### src/rtl/regfile_wb_arbiter_pkg.sv
// Shared definitions for the register-file write-back path.
// Holds the register file geometry, the queued write-request record and the
// producer identifiers used by the round-robin arbiter.
package regfile_wb_arbiter_pkg;

    localparam int DEPTH      = 32;
    localparam int DATA_WIDTH = 64;
    localparam int ADDR_WIDTH = $clog2(DEPTH);

    // One write-back request: destination register plus result.
    typedef struct packed {
        logic [ADDR_WIDTH-1:0] addr;
        logic [DATA_WIDTH-1:0] data;
    } wb_req_t;

    // Producer identity; also the encoding of the round-robin pointer.
    typedef enum logic {
        SRC_ALU = 1'b0,
        SRC_RX  = 1'b1
    } src_e;

endpackage

### src/rtl/regfile_wb_arbiter_wb_fifo.sv
// wb_fifo: synchronous FIFO of write-back requests.
// Ports:
//   clk, reset        rising-edge clock, synchronous active-low reset
//   push, push_req    enqueue one request (caller guarantees not full)
//   pop, head         dequeue; head is the oldest entry (caller guarantees not empty)
//   count/full/empty  occupancy status
//   entry_valid/addr  per-slot view of occupied entries for hazard decode
module wb_fifo
    import regfile_wb_arbiter_pkg::*;
#(
    parameter  int FIFO_DEPTH = 4,
    localparam int PTR_W      = $clog2(FIFO_DEPTH),
    localparam int CNT_W      = PTR_W + 1
) (
    input  logic                                  clk,
    input  logic                                  reset,
    input  logic                                  push,
    input  wb_req_t                               push_req,
    input  logic                                  pop,
    output wb_req_t                               head,
    output logic [CNT_W-1:0]                      count,
    output logic                                  full,
    output logic                                  empty,
    output logic [FIFO_DEPTH-1:0]                 entry_valid,
    output logic [FIFO_DEPTH-1:0][ADDR_WIDTH-1:0] entry_addr
);

    wb_req_t          mem [FIFO_DEPTH];
    logic [PTR_W-1:0] rd_ptr;
    logic [PTR_W-1:0] wr_ptr;
    logic [PTR_W-1:0] offset;

    // NOTE: sequential state uses non-blocking assignments so every register
    // samples its inputs from the same pre-edge values.
    always_ff @(posedge clk) begin
        if (!reset) begin
            rd_ptr <= '0;
            wr_ptr <= '0;
            count  <= '0;
        end else begin
            // Pointers wrap naturally because FIFO_DEPTH is a power of two.
            if (push) wr_ptr <= wr_ptr + PTR_W'(1);
            if (pop)  rd_ptr <= rd_ptr + PTR_W'(1);
            case ({push, pop})
                2'b10:   count <= count + CNT_W'(1);
                2'b01:   count <= count - CNT_W'(1);
                default: ;
            endcase
        end
    end

    // NOTE: the storage array is not reset; occupancy is defined solely by the
    // pointers and count, so stale contents are never observed.
    always_ff @(posedge clk) begin
        if (push) mem[wr_ptr] <= push_req;
    end

    assign head  = mem[rd_ptr];
    assign full  = (count == CNT_W'(FIFO_DEPTH));
    assign empty = (count == '0);

    // Slot i is occupied when its distance from the read pointer is below count.
    // NOTE: every combinational output gets a default first so no latch is inferred.
    always_comb begin
        entry_valid = '0;
        entry_addr  = '0;
        offset      = '0;
        for (int i = 0; i < FIFO_DEPTH; i++) begin
            offset         = PTR_W'(i) - rd_ptr;
            entry_valid[i] = ({1'b0, offset} < count);
            entry_addr[i]  = mem[i].addr;
        end
    end

endmodule

### src/rtl/regfile_wb_arbiter.sv
// regfile_wb_arbiter: write-back front end of the 32x64 register file.
// Round-robin arbitrates ALU (src0) and load/NoC receive (src1) results,
// queues accepted writes, drives the single register-file write port from a
// registered output stage, and exports a per-register pending-write vector.
// Optional build macro: WB_DROP_R0_EN -- writes to register 0 are accepted
// but discarded, and pending[0] is tied low.
// Ports:
//   clk, reset                    rising-edge clock, synchronous active-low reset
//   s0_valid/ready/addr/data      ALU write request channel
//   s1_valid/ready/addr/data      load/NoC receive write request channel
//   wr_stall                      write port borrowed; no pop this cycle
//   wb_wrEn/wb_wrAddr/wb_data     registered register-file write port
//   pending                       bit r set while a write to r is outstanding
//   fifo_count                    current queue occupancy
module regfile_wb_arbiter
    import regfile_wb_arbiter_pkg::*;
#(
    parameter int FIFO_DEPTH = 4
) (
    input  logic                          clk,
    input  logic                          reset,
    input  logic                          s0_valid,
    output logic                          s0_ready,
    input  logic [ADDR_WIDTH-1:0]         s0_addr,
    input  logic [DATA_WIDTH-1:0]         s0_data,
    input  logic                          s1_valid,
    output logic                          s1_ready,
    input  logic [ADDR_WIDTH-1:0]         s1_addr,
    input  logic [DATA_WIDTH-1:0]         s1_data,
    input  logic                          wr_stall,
    output logic                          wb_wrEn,
    output logic [ADDR_WIDTH-1:0]         wb_wrAddr,
    output logic [DATA_WIDTH-1:0]         wb_data,
    output logic [DEPTH-1:0]              pending,
    output logic [$clog2(FIFO_DEPTH):0]   fifo_count
);

    src_e                                  rr;
    logic                                  grant0;
    logic                                  grant1;
    logic                                  accept0;
    logic                                  accept1;
    logic                                  push;
    logic                                  pop;
    logic                                  full;
    logic                                  empty;
    wb_req_t                               push_req;
    wb_req_t                               head;
    logic [FIFO_DEPTH-1:0]                 entry_valid;
    logic [FIFO_DEPTH-1:0][ADDR_WIDTH-1:0] entry_addr;

    // A lone requester always wins; on a contest the source that did not
    // win last time (the one other than rr) is granted.
    assign grant0   = s0_valid && (!s1_valid || rr == SRC_RX);
    assign grant1   = s1_valid && (!s0_valid || rr == SRC_ALU);

    // Full blocks both sources even if a pop frees a slot this same cycle.
    assign s0_ready = grant0 && !full;
    assign s1_ready = grant1 && !full;
    assign accept0  = s0_valid && s0_ready;
    assign accept1  = s1_valid && s1_ready;

    always_comb begin
        push_req.addr = accept1 ? s1_addr : s0_addr;
        push_req.data = accept1 ? s1_data : s0_data;
    end

`ifdef WB_DROP_R0_EN
    // R0 writes complete the handshake but never enter the queue.
    assign push = (accept0 || accept1) && (push_req.addr != '0);
`else
    assign push = accept0 || accept1;
`endif

    assign pop = !empty && !wr_stall;

    wb_fifo #(
        .FIFO_DEPTH (FIFO_DEPTH)
    ) u_fifo (
        .clk         (clk),
        .reset       (reset),
        .push        (push),
        .push_req    (push_req),
        .pop         (pop),
        .head        (head),
        .count       (fifo_count),
        .full        (full),
        .empty       (empty),
        .entry_valid (entry_valid),
        .entry_addr  (entry_addr)
    );

    // rr records the last source whose write was queued.
    always_ff @(posedge clk) begin
        if (!reset) begin
            rr <= SRC_RX;
        end else if (push) begin
            rr <= accept1 ? SRC_RX : SRC_ALU;
        end
    end

    // Output stage: address/data hold their last values when nothing pops.
    always_ff @(posedge clk) begin
        if (!reset) begin
            wb_wrEn   <= 1'b0;
            wb_wrAddr <= '0;
            wb_data   <= '0;
        end else begin
            wb_wrEn <= pop;
            if (pop) begin
                wb_wrAddr <= head.addr;
                wb_data   <= head.data;
            end
        end
    end

    // A register stays pending until its last write has left the output stage.
    always_comb begin
        pending = '0;
        for (int i = 0; i < FIFO_DEPTH; i++) begin
            if (entry_valid[i]) pending[entry_addr[i]] = 1'b1;
        end
        if (wb_wrEn) pending[wb_wrAddr] = 1'b1;
`ifdef WB_DROP_R0_EN
        pending[0] = 1'b0;
`endif
    end

endmodule

### config.mk
export PLATFORM = sky130hd
export DESIGN_NAME = regfile_wb_arbiter
export DESIGN_NICKNAME = d
export VERILOG_FILES = /design/src/rtl/regfile_wb_arbiter_pkg.sv /design/src/rtl/regfile_wb_arbiter_wb_fifo.sv /design/src/rtl/regfile_wb_arbiter.sv
export SDC_FILE = /design/constraint.sdc
export NUM_CORES = 1
export LEC_CHECK = 0
export BUFFER_PORTS_ARGS = -buffer_cell sky130_fd_sc_hd__buf_2
export CORE_UTILIZATION = 55
export CTS_CLUSTER_SIZE = 28
export DETAILED_ROUTE_END_ITERATION = 12
export PLACE_DENSITY = 0.87
export SLEW_MARGIN = 20
export SYNTH_ARGS = -nofsm -noshare
export SYNTH_HDL_FRONTEND = slang
export SYNTH_SLANG_ARGS = --single-unit
### constraint.sdc
create_clock -name clk -period 7.2 [get_ports clk]
set_clock_uncertainty 0.15 [all_clocks]
set_input_delay 1.44 -clock clk [delete_from_list [all_inputs] [get_ports clk]]
set_output_delay 1.44 -clock clk [all_outputs]
set_load 0.1 [all_outputs]
# After elaboration in Yosys (flattened, before gate mapping)
# Memory sizes are Yosys's and may differ from the RTL's. A register that Yosys moved wholly into a read port is not among the register bits.
# Cells that the tools add are included.
# W data, S select, Z words.
# word_totals
mem_count,1
in_bits,143
romBits,0
regBits,9
latch_bits,0
ramBits,276
word_cells,80
# op_classes
reduce_logical,23
n_mux,21
bitwise,5
addsub,8
n_lt_le_gt_ge,14
div_mod_pow,0
n_eq_ne,3
n_mul,0
shifts,0
# memory_table
name,depth,width,read_ports,rd_ports_with_merged_regs,write_ports,line_no,rtl
u_fifo.mem,4,69,5,1,1,regfile_wb_arbiter_wb_fifo.sv:28,wb_req_t mem [FIFO_DEPTH];
# op_table
operator,count
$mux W32,5
$or A32 B32 Y32,4
$mux W64,1
$lt A5 B6 Y1 const B,5
$demux W1 S5,5
$ge A5 B1 Y1 const B,5
$logic_and A1 B1 Y1,12
$lt A2 B3 Y1,4
$mux W1,8
$logic_not A1 Y1,6
$pmux W3 S2,1
$mux W5,1
$add A2 B1 Y2 const B,2
$sub A1 B2 Y2 const A,2
$sub A2 B2 Y2 const A,2
$add A3 B1 Y3 const B,1
$eq A3 B3 Y1 const B,1
$logic_not A3 Y1,1
$logic_or A1 B1 Y1,3
$sub A3 B1 Y3 const B,1
$eq A2 B1 Y1 const B,1
$eq A2 B2 Y1 const B,1
$reduce_bool A2 Y1,1
$not A1 Y1,1

# Longest topological paths before layout
# depth
word_depth,13
ltp_mapped,12

# Cells and area by module
# Synthesis repeated with hierarchy kept, for this count alone.
# hier_totals
hier_cells,1059
hier_area_um2,15900.2
# modules_own_cells
mod,cells_each,seq_area_each_um2,n_inst,area_per_inst_um2
wb_fifo,444,8468.1,1,10687.8
regfile_wb_arbiter,615,1421.4,1,5212.5

# Least setup slack after synthesis
# OpenSTA, ideal clock, no wires.
# synth_path
kind,input-to-reg
from,input port s0_valid
to,memory u_fifo.mem[0][0] (netlist bit) (enable)
required_time_ps,6545
setup_ps,505
cell_stages,2
path_slack_ps,1923
arrival_ps,4622
path_cell_list,o21ai_2 > nor2b_1
# synth_via
elab_chain_len,8
# synth_lines
element,line_no,rtl
start: declaration,regfile_wb_arbiter.sv:22,"input logic s0_valid,"
$logic_not A1 Y1,regfile_wb_arbiter.sv:55,assign grant1 = s1_valid && (!s0_valid || rr == SRC_ALU);
$logic_or A1 B1 Y1,regfile_wb_arbiter.sv:55,
$logic_and A1 B1 Y1,regfile_wb_arbiter.sv:55,
$logic_and A1 B1 Y1,regfile_wb_arbiter.sv:59,assign s1_ready = grant1 && !full;
$logic_and A1 B1 Y1,regfile_wb_arbiter.sv:61,assign accept1 = s1_valid && s1_ready;
$logic_or A1 B1 Y1 (*),regfile_wb_arbiter.sv:72,assign push = accept0 || accept1;
$mux W1 (*),regfile_wb_arbiter_wb_fifo.sv:55,if (push) mem[wr_ptr] <= push_req;
$mux W1 (implied by the code) (*),regfile_wb_arbiter_wb_fifo.sv:55,
end: declaration,regfile_wb_arbiter_wb_fifo.sv:28,
# Mark *: on every way between the ends. The rest lies on a longest branch, timed or not.

# Final worst setup path
# layout_path
from,register u_fifo.rd_ptr[1]
to,output port pending[27]
# layout_via
elab_chain_len,11
# layout_lines
element,line_no,rtl
start: declaration,regfile_wb_arbiter_wb_fifo.sv:29,logic [PTR_W-1:0] rd_ptr;
start signal: assignment,regfile_wb_arbiter_wb_fifo.sv:43,if (pop) rd_ptr <= rd_ptr + PTR_W'(1);
$sub A1 B2 Y2,regfile_wb_arbiter_wb_fifo.sv:69,offset = PTR_W'(i) - rd_ptr;
$lt A2 B3 Y1,regfile_wb_arbiter_wb_fifo.sv:70,"entry_valid[i] = ({1'b0, offset} < count);"
$mux W32,regfile_wb_arbiter.sv:121,if (entry_valid[i]) pending[entry_addr[i]] = 1'b1;
$or A32 B32 Y32 (no line),--,
$mux W32,regfile_wb_arbiter.sv:121,
$or A32 B32 Y32 (no line),--,
$mux W32,regfile_wb_arbiter.sv:121,
$or A32 B32 Y32 (no line),--,
$mux W32 (*),regfile_wb_arbiter.sv:121,
$or A32 B32 Y32 (no line),--,
$mux W32 (*),regfile_wb_arbiter.sv:123,if (wb_wrEn) pending[wb_wrAddr] = 1'b1;
end: declaration,regfile_wb_arbiter.sv:34,"output logic [DEPTH-1:0] pending,"
# Marks and branches as above.

==> results.txt <==
CORE AREA = 27,200 um2
CTS root buf = clkbuf_16
Slew @ Worst Pin = 1.19 ns
final period utilization = 0.802
vias per cell = 5.90
count of different cell masters after synthesis = 47
Yosys Warn Count = 0
RSZ-0062 raised after global routing = false
placed cell count = 1,627
cts hold-fix bufs = 0
Leak = 6.34 nW
CP Data Arrival Time = 4.19 ns
CP endpoint kind = output pin
Crit Path Category = flop to output pin
largest area contributor in the netlist = edfxtp_1
Synth Area per Inst = 14.6 um2
first-pass GRT wire length = 57,100 um
Seq cells post-synth = 354
hold path depth = 2
TritonCTS buffer count = 34
H-tree levels = 2
minimum clock period = 5.78 ns
chip height = 169 um
commonest cells in the netlist = edfxtp_1, nand2_1, dfxtp_1
Die Area = 28,600 um2
Total Wirelength = 37,700 um
most frequent cell after synthesis = edfxtp_1
predominant post-synthesis flop cell = edfxtp_1
initial antenna violation count = 0
Pre-Repair DR Iteration Count = 5
WHS = 0.303 ns
layout net count = 1,446
Syn Inst Count = 1,055
Max-Cap Viols = 0
crit-path max FO = 72
reg2reg start = u_fifo.count[0]
Remaining DRCs = 0
Peak supply drop = 0.000313 V
std cell rows = 60
final setup vio count = 0
global-route usage over all layers = 0.265
CTS max path bufs = 3
Synth Cell Area = 15,400 um2
f_max = 173 MHz
residual overflow from global routing = 0
outcome = finished clean
Area Growth Syn to Fin = 17.0%
Final Power = 7.59 mW
HP Start = wb_data[17]
number of synthesized flops with an enable pin = 276
input/output buffers = 249
Ports = 250
die width = 169 um
Final Hold Viols = 0
Slew Viols, Final = 0
TNS Setup = 0 ns
Crit path required time = 5.61 ns
post_cts resized = 0
initial core utilization = 0.566
syn_nets = 1,208
Slew headroom = 0.208
fraction of registers with async set/reset = 0
Crit. Startpoint = u_fifo.rd_ptr[1]
clock sink total = 354
Worst setup SP type = flop
share of layout cells above drive strength 1 = 0.351
HP Class = flop to flop
Post-CTS Setup Inserts = 0
worst skew pair latency = 0.50 ns
sequential share of the synthesized area = 0.640
pwr dens = 422 nW/um2
Synth top area share = 0.539
clock slew at reported path FFs = 0.06 ns
synth top area cells = edfxtp_1, dfxtp_1, mux4_2
RePlAce Congestion = 0.954
Vias = 9,977
First DRT Iteration DRCs = 887
antenna-violating nets left = 0
vias in the first global route = 10,223
Core Util, Final = 0.662
wire per inst = 22.3 um
Detailed Place HPWL = 23,700 um
worst reg-to-reg path cell count = 4
largest net degree at the start of global routing = 79
CTS tree = built
Final Instance Count excl. Fillers = 1,691
registers in the layout (all words and copies together) (netlist names):
register	cells
u_fifo.count	3
u_fifo.mem	276
wb_data	64
wb_wrAddr	5
u_fifo.wr_ptr	2
rr	1
u_fifo.rd_ptr	2
wb_wrEn	1
cell usage in the layout, fill, tap and decap left out, types with 11 or more instances in the layout:
cell type and count:
a21boi_0 57, mux2_2 66, a21oi_1 29, buf_2 249
mux4_2 69, nand2_1 158, nand2b_1 13, clkbuf_16 35
nor3_1 19, o211ai_1 33, a21boi_1 13, a22oi_1 32
inv_1 11, nor2_1 58, dfxtp_1 76, edfxtp_1 276
kinds of logic (layout without fill, tap and decap cells):
kind of cell    Yosys count  after routing  share of synthesized area
compound gates          178            178                     0.0834
xor+xnor                  6              6                    0.00342
fa+ha+maj                10             10                    0.00862
buf+inv                  71            334                     0.0263
flops                   354            354                      0.640
mux                     139            139                      0.152
other cells               0              1                          0
simple gates            297            297                     0.0860
critical path: stages (launching register included):
cell and delay, ns:
dfxtp_4 1.03, inv_1 0.21, ha_1 0.35, nor2b_1 0.16
a211oi_2 1.00, a22oi_1 0.27, o211ai_1 0.19, buf_2 0.47
per-layer routing:
layer	share of wire	wire length, um	vias up	GRT usage
met1	0.40	15200	4906	0.354
met2	0.50	18900	479	0.447
met3	0.070	2650	99	0.0399
li1	-	-	4493	-
met5	0	0	-	0
met4	0.027	1020	0	0.0881
final cells by class:
type,count,area [um2]
fill,1909,9180
clock buffer,43,916
timing repair buffer,261,1380
clock inverter,18,145
multi-input combinational,630,5180
inverter,12,46.3
antenna,1,2.50
tap,372,465
sequential,354,9860
stage by stage:
step                      area [um2]  setup WS, ns
after floorplan                15400          1.92
after global placement         16900          1.96
after detailed placement       16900          1.96
after CTS                      17900          1.43
after global routing           18000          1.27
final                          18000          1.42
final timing paths:
kind	endpoint	slack, ns
worst max-delay path	pending[27]	1.42
worst min-delay path	wb_data[17]	0.30
worst max register to register	u_fifo.mem[1][58]	4.08
worst min register to register	wb_data[17]	0.30
report_power, final:
part / internal (mW) / switching (mW) / leakage, nW
sequential: 2.73 / 0.299 / 3.20
combinational: 0.765 / 2.10 / 2.62
clock: 0.977 / 0.721 / 0.515
Note: power is estimated with default switching activity, not from simulation.
